$ cat src/rtl/burst_ram_queued.sv
// Burst RAM controller model: masked write bursts, queued snapshot read bursts, init calibration.
// Optional periodic refresh stalls are enabled with BURST_RAM_QUEUED_REFRESH_EN.
module burst_ram_queued #(
   parameter string       DataFilePath          = "",
   parameter int unsigned AddressBitWidth       = 4,
   parameter int unsigned DataBitWidth          = 64,
   parameter int unsigned BurstDataCount        = 4,
   parameter int unsigned CyclesBeforeDataValid = 6,
   parameter int unsigned CmdQueueDepth         = 2,
   parameter int unsigned InitCycles            = 8,
   parameter int unsigned RefreshIntervalCycles = 64,
   parameter int unsigned RefreshStallCycles    = 4
) (
   input  logic                        clk,
   input  logic                        rst,
   input  logic                        cmd,
   input  logic                        cmd_en,
   input  logic [AddressBitWidth-1:0]  addr,
   input  logic [DataBitWidth-1:0]     wr_data,
   input  logic [DataBitWidth/8-1:0]   data_mask,
   output logic [DataBitWidth-1:0]     rd_data,
   output logic                        rd_data_valid,
   output logic                        init_calib,
   output logic                        busy
);

   localparam int unsigned Depth = 2 ** AddressBitWidth;
   localparam int unsigned Bytes = DataBitWidth / 8;
   localparam int unsigned N     = BurstDataCount;
   localparam int unsigned L     = CyclesBeforeDataValid;
   localparam int unsigned QD    = CmdQueueDepth;
   localparam int unsigned BeatW = (N > 1) ? $clog2(N) : 1;
   localparam int unsigned PtrW  = (QD > 1) ? $clog2(QD) : 1;
   localparam int unsigned CntW  = $clog2(QD + 1);
   localparam int unsigned RemW  = $clog2(L + 1);
   localparam int unsigned InitW = (InitCycles > 0) ? $clog2(InitCycles + 1) : 1;

   typedef logic [DataBitWidth-1:0] mem_t [Depth];

   function automatic mem_t load_image();
      mem_t img;
      for (int i = 0; i < int'(Depth); i++) img[i] = '0;
      return img;
   endfunction

   function automatic logic [PtrW-1:0] ptr_inc(input logic [PtrW-1:0] p);
      return (p == PtrW'(QD - 1)) ? '0 : p + 1'b1;
   endfunction

   logic unused_data_path;
   assign unused_data_path = (DataFilePath != "");

   mem_t mem = load_image();

   // Read queue: each entry is a full burst snapshot plus its remaining latency
   logic [DataBitWidth-1:0] q_data [QD][N];
   logic [RemW-1:0]         q_rem  [QD];
   logic [PtrW-1:0]         rd_ptr, wr_ptr;
   logic [CntW-1:0]         q_cnt;

   logic                       active;
   logic [BeatW-1:0]           beat;
   logic [BeatW-1:0]           wr_left;
   logic [AddressBitWidth-1:0] wr_a;
   logic [InitW-1:0]           init_cnt;

   logic                       acc_rd_c, acc_wr_c, wr_en_c, last_beat_c;
   logic [AddressBitWidth-1:0] wr_a_c;
   logic [DataBitWidth-1:0]    snap_c [N];
   logic                       stall_c, ref_busy_c;
   logic [PtrW-1:0]            cand_ptr_c;
   logic                       cand_ready_c, start_c, init_nxt_c, busy_nxt_c;
   logic [DataBitWidth-1:0]    cand_word_c;
   logic [CntW-1:0]            q_cnt_nxt_c;
   logic [BeatW-1:0]           wr_left_nxt_c;

   // Command decode and burst snapshot
   always_comb begin
      acc_rd_c    = cmd_en && !busy && !cmd;
      acc_wr_c    = cmd_en && !busy && cmd;
      wr_en_c     = acc_wr_c || (wr_left != '0);
      wr_a_c      = acc_wr_c ? addr : wr_a;
      last_beat_c = active && (beat == BeatW'(N - 1));
      for (int i = 0; i < int'(N); i++) snap_c[i] = mem[addr + AddressBitWidth'(i)];
   end

`ifdef BURST_RAM_QUEUED_REFRESH_EN
   localparam int unsigned RefW   = (RefreshIntervalCycles > 1) ? $clog2(RefreshIntervalCycles) : 1;
   localparam int unsigned StallW = (RefreshStallCycles > 0) ? $clog2(RefreshStallCycles + 1) : 1;

   logic [RefW-1:0]   ref_cnt;
   logic              ref_pend;
   logic [StallW-1:0] ref_left;
   logic              grant_c;
   logic [StallW-1:0] ref_left_nxt_c;

   // Refresh is granted only between bursts and never inside a write burst
   always_comb begin
      grant_c = ref_pend && init_calib && (wr_left == '0) && !acc_wr_c
              && !(active && !last_beat_c) && (ref_left == '0);
      ref_left_nxt_c = grant_c ? StallW'(RefreshStallCycles)
                     : ((ref_left != '0) ? ref_left - 1'b1 : '0);
      stall_c    = grant_c || (ref_left > StallW'(1));
      ref_busy_c = (ref_left_nxt_c != '0);
   end

   always_ff @(posedge clk) begin
      if (rst) begin
         ref_cnt  <= '0;
         ref_pend <= 1'b0;
         ref_left <= '0;
      end else begin
         ref_cnt  <= (ref_cnt == RefW'(RefreshIntervalCycles - 1)) ? '0 : ref_cnt + 1'b1;
         ref_pend <= (ref_cnt == RefW'(RefreshIntervalCycles - 1)) || (ref_pend && !grant_c);
         ref_left <= ref_left_nxt_c;
      end
   end
`else
   logic unused_refresh_cfg;
   assign unused_refresh_cfg = ^{RefreshIntervalCycles, RefreshStallCycles};
   assign stall_c    = 1'b0;
   assign ref_busy_c = 1'b0;
`endif

   // Next burst candidate: queue head when idle, the entry behind it on a last beat,
   // or the incoming read itself when the queue holds nothing for us
   always_comb begin
      cand_ptr_c   = last_beat_c ? ptr_inc(rd_ptr) : rd_ptr;
      cand_ready_c = 1'b0;
      cand_word_c  = snap_c[0];
      if (last_beat_c ? (q_cnt > CntW'(1)) : (q_cnt != '0)) begin
         cand_ready_c = (q_rem[cand_ptr_c] <= RemW'(1));
         cand_word_c  = q_data[cand_ptr_c][0];
      end else begin
         cand_ready_c = acc_rd_c && (L == 1);
      end
      start_c       = (!active || last_beat_c) && cand_ready_c && !stall_c;
      q_cnt_nxt_c   = q_cnt + CntW'(acc_rd_c) - CntW'(last_beat_c);
      wr_left_nxt_c = acc_wr_c ? BeatW'(N - 1)
                    : ((wr_left != '0) ? wr_left - 1'b1 : '0);
      init_nxt_c    = init_calib || (InitCycles == 0)
                    || (InitW'(init_cnt + 1'b1) == InitW'(InitCycles));
      busy_nxt_c    = !init_nxt_c || (wr_left_nxt_c != '0)
                    || (q_cnt_nxt_c == CntW'(QD)) || ref_busy_c;
   end

   // Array and queue storage; contents survive reset
   always_ff @(posedge clk) begin
      for (int s = 0; s < int'(QD); s++)
         if (q_rem[s] != '0) q_rem[s] <= q_rem[s] - 1'b1;
      if (acc_rd_c) begin
         q_rem[wr_ptr] <= RemW'(L - 1);
         for (int i = 0; i < int'(N); i++) q_data[wr_ptr][i] <= snap_c[i];
      end
      if (wr_en_c && !rst)
         for (int b = 0; b < int'(Bytes); b++)
            if (!data_mask[b]) mem[wr_a_c][8*b +: 8] <= wr_data[8*b +: 8];
   end

   // Control state and registered outputs
   always_ff @(posedge clk) begin
      if (rst) begin
         rd_ptr        <= '0;
         wr_ptr        <= '0;
         q_cnt         <= '0;
         active        <= 1'b0;
         beat          <= '0;
         wr_left       <= '0;
         wr_a          <= '0;
         init_cnt      <= '0;
         init_calib    <= 1'b0;
         busy          <= 1'b1;
         rd_data       <= '0;
         rd_data_valid <= 1'b0;
      end else begin
         if (!init_nxt_c) init_cnt <= init_cnt + 1'b1;
         init_calib <= init_nxt_c;
         busy       <= busy_nxt_c;
         wr_left    <= wr_left_nxt_c;
         if (wr_en_c) wr_a <= wr_a_c + 1'b1;
         q_cnt <= q_cnt_nxt_c;
         if (acc_rd_c)    wr_ptr <= ptr_inc(wr_ptr);
         if (last_beat_c) rd_ptr <= ptr_inc(rd_ptr);
         if (active && !last_beat_c) begin
            rd_data       <= q_data[rd_ptr][beat + 1'b1];
            beat          <= beat + 1'b1;
            rd_data_valid <= 1'b1;
         end else if (start_c) begin
            rd_data       <= cand_word_c;
            beat          <= '0;
            active        <= 1'b1;
            rd_data_valid <= 1'b1;
         end else begin
            active        <= 1'b0;
            rd_data_valid <= 1'b0;
         end
      end
   end

endmodule

$ cat config.mk
export PLATFORM = sky130hd
export DESIGN_NAME = burst_ram_queued
export DESIGN_NICKNAME = d
export VERILOG_FILES = /design/src/rtl/burst_ram_queued.sv
export SDC_FILE = /design/constraint.sdc
export NUM_CORES = 2
export LEC_CHECK = 0
export BUFFER_PORTS_ARGS = -buffer_cell sky130_fd_sc_hd__buf_4
export CAP_MARGIN = 20
export CORE_MARGIN = 2
export CORE_UTILIZATION = 50
export CTS_BUF_LIST = sky130_fd_sc_hd__clkbuf_8
export CTS_CLUSTER_SIZE = 28
export DETAILED_ROUTE_END_ITERATION = 7
export PLACE_DENSITY = 0.72
export SYNTH_ARGS = -nofsm -noshare
export SYNTH_HDL_FRONTEND = slang
export SYNTH_SLANG_ARGS = --single-unit
$ cat constraint.sdc
create_clock -name clk -period 6.66 [get_ports clk]
set_input_delay 0.333 -clock clk [delete_from_list [all_inputs] [get_ports clk]]
set_output_delay 0.333 -clock clk [all_outputs]
set_load 0.01 [all_outputs]
## After elaboration in Yosys (flattened, before gate mapping)

Memories as Yosys holds them, arrays and structs flattened. A register that Yosys moved wholly into a read port is not among the register bits.
Cells that the tools add are included.
Widths: inputs -> output; s select.

- Register bits after elaboration: 84
- Bits in latches: 0
- Memory bits (writable): 1,542
- ROM bits: 0
- Output and inout bits: 67
- Logic and storage cells: 108
- Memories: 3

Memories:

| name | words | width | read ports | clocked after Yosys merged registers in | write ports | line | text |
|---|---|---|---|---|---|---|---|
| mem | 16 | 64 | 4 | 0 | 1 | 53 | `mem_t mem = load_image();` |
| q_data | 2 | 256 | 2 | 1 | 1 | 56 | `logic [DataBitWidth-1:0] q_data [QD][N];` |
| q_rem | 2 | 3 | 3 | 0 | 3 | 57 | `logic [RemW-1:0] q_rem [QD];` |

- Add/subtract/negate cells: 13
- $mul: 0
- Div/mod/pow operators: 0
- $lt $le $gt $ge: 3
- Equality and inequality tests: 3
- Shifts and indexed selects: 0
- Muxes and demuxes: 49
- Bitwise logic cells: 1
- Reductions and logical operators: 24

Operators by type and width:

| kind | count |
|---|---|
| $mux 64 | 5 |
| $bmux 64 s2 | 1 |
| $mux 1 | 38 |
| $add 4x1->4 const B | 3 |
| $add 4x2->4 const B | 2 |
| $mux 2 | 4 |
| $reduce_bool 2->1 | 4 |
| $logic_and 1x1->1 | 7 |
| $logic_not 1->1 | 6 |
| $reduce_bool 3->1 | 2 |
| $sub 3x1->3 const B | 2 |
| $logic_or 1x1->1 | 5 |
| $eq 2x2->1 const B | 2 |
| $eq 4x4->1 const B | 1 |
| $mux 4 | 1 |
| $ge 3x3->1 const B | 1 |
| $le 3x1->1 const B | 1 |
| $not 2->3 | 1 |
| $add 1x1->1 const B | 2 |
| $add 2x1->2 | 1 |
| $add 2x1->2 const B | 1 |
| $gt 2x1->1 const B | 1 |
| $sub 2x1->2 | 1 |
| $sub 2x1->2 const B | 1 |

## Longest topological paths before layout

An unclocked memory read counts as a cell.

- Depth in word-level cells: 9
- Depth in mapped cells: 13
- Depth with buffers taken out: 7

## Worst setup path before layout

OpenSTA, ideal clock, no wires.

- Path kind: reg2reg
- Start point: register busy
- End point: memory q_data[0][0] (netlist name) (enable)
- Setup time: 606 ps
- Data arrival time: 5,887 ps
- Data required time: 6,054 ps
- Slack: 167 ps
- Stages on the path, launching flop included: 4
- Buffers on the path: 0
- Clock period less this slack: 6,493 ps
- Path through: dfxtp_1 > nor3b_1 > nand2b_1 > inv_1

- Longest elaborated chain between the ends: 5

Ends and longest elaborated chain:

| what | line | text |
|---|---|---|
| from (decl) | 24 | `output logic busy` |
| from (signal assigned) | 178 | `busy <= busy_nxt_c;` |
| $logic_not 1->1 | 79 | `acc_rd_c = cmd_en && !busy && !cmd;` |
| $logic_and 1x1->1 (2 in a row) | 79 |  |
| $mux 1 | 151 | `if (acc_rd_c) begin` |
| $mux 1 (not written as such) | 153 | `for (int i = 0; i < int'(N); i++) q_data[wr_ptr][i] <= snap_c[i];` |
| to (decl) | 56 |  |

No other way between the ends.

## Final worst setup path

- Start point: register busy
- End point: memory mem[8][62] (netlist name) (enable)

- Longest elaborated chain between the ends: 7
- Elaborated cells on any way between the ends: 8
- Classes of those cells: mux: 3; reduce/logical: 5

Ends and longest elaborated chain:

| what | line | text |
|---|---|---|
| $logic_not 1->1 * | 80 | `acc_wr_c = cmd_en && !busy && cmd;` |
| $logic_and 1x1->1 * (2 in a row) | 80 |  |
| $logic_or 1x1->1 | 81 | `wr_en_c = acc_wr_c \|\| (wr_left != '0);` |
| $logic_and 1x1->1 | 155 | `if (wr_en_c && !rst)` |
| $mux 1 | 155 |  |
| $mux 1 (not written as such) | 157 | `if (!data_mask[b]) mem[wr_a_c][8*b +: 8] <= wr_data[8*b +: 8];` |
| to (decl) | 53 |  |

Mark *: on every way between the ends. The rest lies on a longest branch, timed or not.

==> flow_summary.yaml <==
status:
  status: "completed"
worst_setup_path:
  crit_fanout: 13
  cp.required_ns: 7.27
  cp_data_arrival_time_ns: 5.02
  cp-start-kind: "register"
  critPathKind: "register to register"
  end_kind: "register"
grt:
  track_usage: 0.274
  grt_max_degree: 169
  grt_pass1_wl_um: 350000
  antenna_found_initial: 18
  grt_pass1_vias: 52300
  gr-total-overflow: 0
finish:
  nets: 5079
  seq_area_um2: 47900
  fillers: 12800
  fin_area_um2: 94800
  area_growth_pct: 10.9
  multi_input_area_um2: 35400
  utilization: 0.559
  drive_gt1_frac: 0.321
logic_synthesis:
  synth_ff_type: "edfxtp_1"
  ys_ff_latch: 1626
  synth_nets: 4879
  syn_avg_cell_area_um2: 17.9
  synth_commonest_cells: "edfxtp_1, mux4_2, mux2i_1"
  synth_most_common_cell: "edfxtp_1"
  synth.top_cell.area_share: 0.540
  yosysSeqAreaShare: 0.561
  synth_cell_types: 54
  async_flop_share: 0
  syn_inst: 4784
  synth-edff-count: 1536
  yosysTopAreaCell: "edfxtp_1"
  yosys_warnings: 0
  syn_area_um2: 85400
  synthTopCellsByArea: "edfxtp_1, mux4_2, mux2i_1"
pwr:
  p_leak_uw: 0.0299
  p_per_area_nw_per_um2: 237
  ir_drop_mv: 0.158
  power_uw: 22500
route:
  drt_wl_total_um: 240000
  firstDrtPassIters: 6
  drtIter0Drc: 6882
  drc: 0
  vias_per_cell: 7.06
  wl_per_cell_um: 32.4
  dr_total_vias: 52300
  antenna_left: 0
floorplanning:
  dieArea_um2: 174000
  start_util: 0.504
  core_um2: 169000
  die_w_um: 417
  rows: 151
  die_height_um: 417
  boundaryPins: 147
clocking:
  numCtsBuffers: 282
  cts_tree: "done"
  clockBufferDepth: 4
  postCtsHoldBufs: 69
  cts_setup_buffers: 0
  clock_latency_ns: 1.03
  cts-root-buf: "clkbuf_8"
  cts.sinks: 1626
  htreeDepth: 5
  path_clk_slew_ns: 0.07
  cts-resized-gates: 0
sta:
  setup_viol: 0
  hold_viol: 0
  post-route-min-period_ns: 4.41
  slew_viol_final: 0
  tns_ns: 0
  fin_skew_ns: 0.0650
  tightest_slew_ns: 1.23
  fin_crit_sh: 0.662
  relSlewSlack: 0.179
  rsz0062_at_grt: "false"
  timing.fmax_mhz: 227
worst_hold_path:
  hold_path_class: "primary input to register"
place:
  dpl.hpwl_um: 143000
  placed_area_um2: 88700
  place_congestion: 0.852
  placement.io_buffers: 146
run:
  drv_cap: 0
-- layout make-up --
cell class,count,area share
diodes,10,0.000264
clock buffers,302,0.0439
clock inverters,181,0.0112
inverters,15,0.000832
multi-input cells,2695,0.374
flip-flops and latches,1626,0.506
well taps,2218,0.0293
repair buffers,364,0.0349
-- through the flow --
| stage | hold WS [ns] | setup WS (ns) | cells |
|---|---|---|---|
| finish | 0.0917 | 2.25 | 7411 |
| global route | 0.0385 | 2.16 | 7405 |
| CTS | 0.00967 | 2.29 | 7393 |
| detailed placement | 0.461 | 2.30 | 6841 |
| global placement | 0.457 | 2.24 | 6815 |
| floorplan | 0.432 | 0.167 | 4784 |
-- worst max-delay path, stage by stage (launching register included) --
cell and delay (ns):
dfxtp_1 0.37, nand3b_1 0.12, dlygate4sd3_1 0.55, buf_4 0.25, mux2i_1 0.60, nand3_1 1.01, nor2_1 1.12
-- final timing paths --
path | from | endpoint | slack, ns | depth (start not counted)
setup reg to reg | busy$_SDFF_PP1_ | mem[8][62]$_DFFE_PP_ | 2.25 | 6
setup / recovery | busy$_SDFF_PP1_ | mem[8][62]$_DFFE_PP_ | 2.25 | 6
hold reg to reg | rd_data[12]$_SDFFE_PP0P_ | rd_data[12]$_SDFFE_PP0P_ | 0.47 | 1
hold / removal | addr[2] | q_data[1][200]$_DFFE_PP_ | 0.09 | 2
-- cell usage in the layout (no fill, tap or decap), types with 24 or more instances in the layout --
cell / instances
a222oi_1: 64
a31oi_1: 64
inv_1: 86
mux2i_1: 580
buf_4: 247
a22oi_1: 64
a21oi_1: 93
clkbuf_8: 302
dfxtp_1: 89
mux4_2: 983
a221o_1: 24
and2_1: 43
nor2b_1: 107
dlygate4sd3_1: 69
edfxtp_1: 1536
nand2_1: 144
clkinv_2: 37
a211oi_1: 148
nor2_1: 163
a32o_1: 65
clkinv_1: 51
-- power breakdown --
group | internal [µW] | total, µW | switching [µW]
Clock | 4640 | 8680 | 4040
Combinational | 1100 | 2480 | 1380
Sequential | 11300 | 11300 | 17.7
-- cells by family (layout without fill, tap and decap cells) --
family / after synthesis / count (layout) / share of synthesized area
buffers and inverters: 463 / 862 / 0.0260
DFF: 1626 / 1626 / 0.561
muxes: 1566 / 1566 / 0.328
other: 0 / 10 / 0
adders and majority gates: 15 / 15 / 0.00220
xor gates and xnor gates: 15 / 15 / 0.00163
and+or+nand+nor: 514 / 514 / 0.0285
AOI/OAI and AO/OA: 585 / 585 / 0.0531
-- layer usage --
metal	global-route usage	share of wire	vias to the layer above	wire (µm)
met1	0.358	0.36	27200	86500
met3	0.0674	0.11	621	26700
met5	0	0.00035	-	85
met2	0.438	0.48	3463	116000
li1	-	-	21100	-
met4	0.126	0.047	12	11200
-- registers in the layout, indices dropped and copies added, names as in the netlist --
register and cells:
mem 1024, q_data 512, rd_data 64, q_rem 6, init_cnt 4, wr_a 4
beat 2, q_cnt 2, wr_left 2, active 1, busy 1, init_calib 1
rd_data_valid 1, rd_ptr 1, wr_ptr 1
No activity file was read; power rests on OpenSTA's default activity.
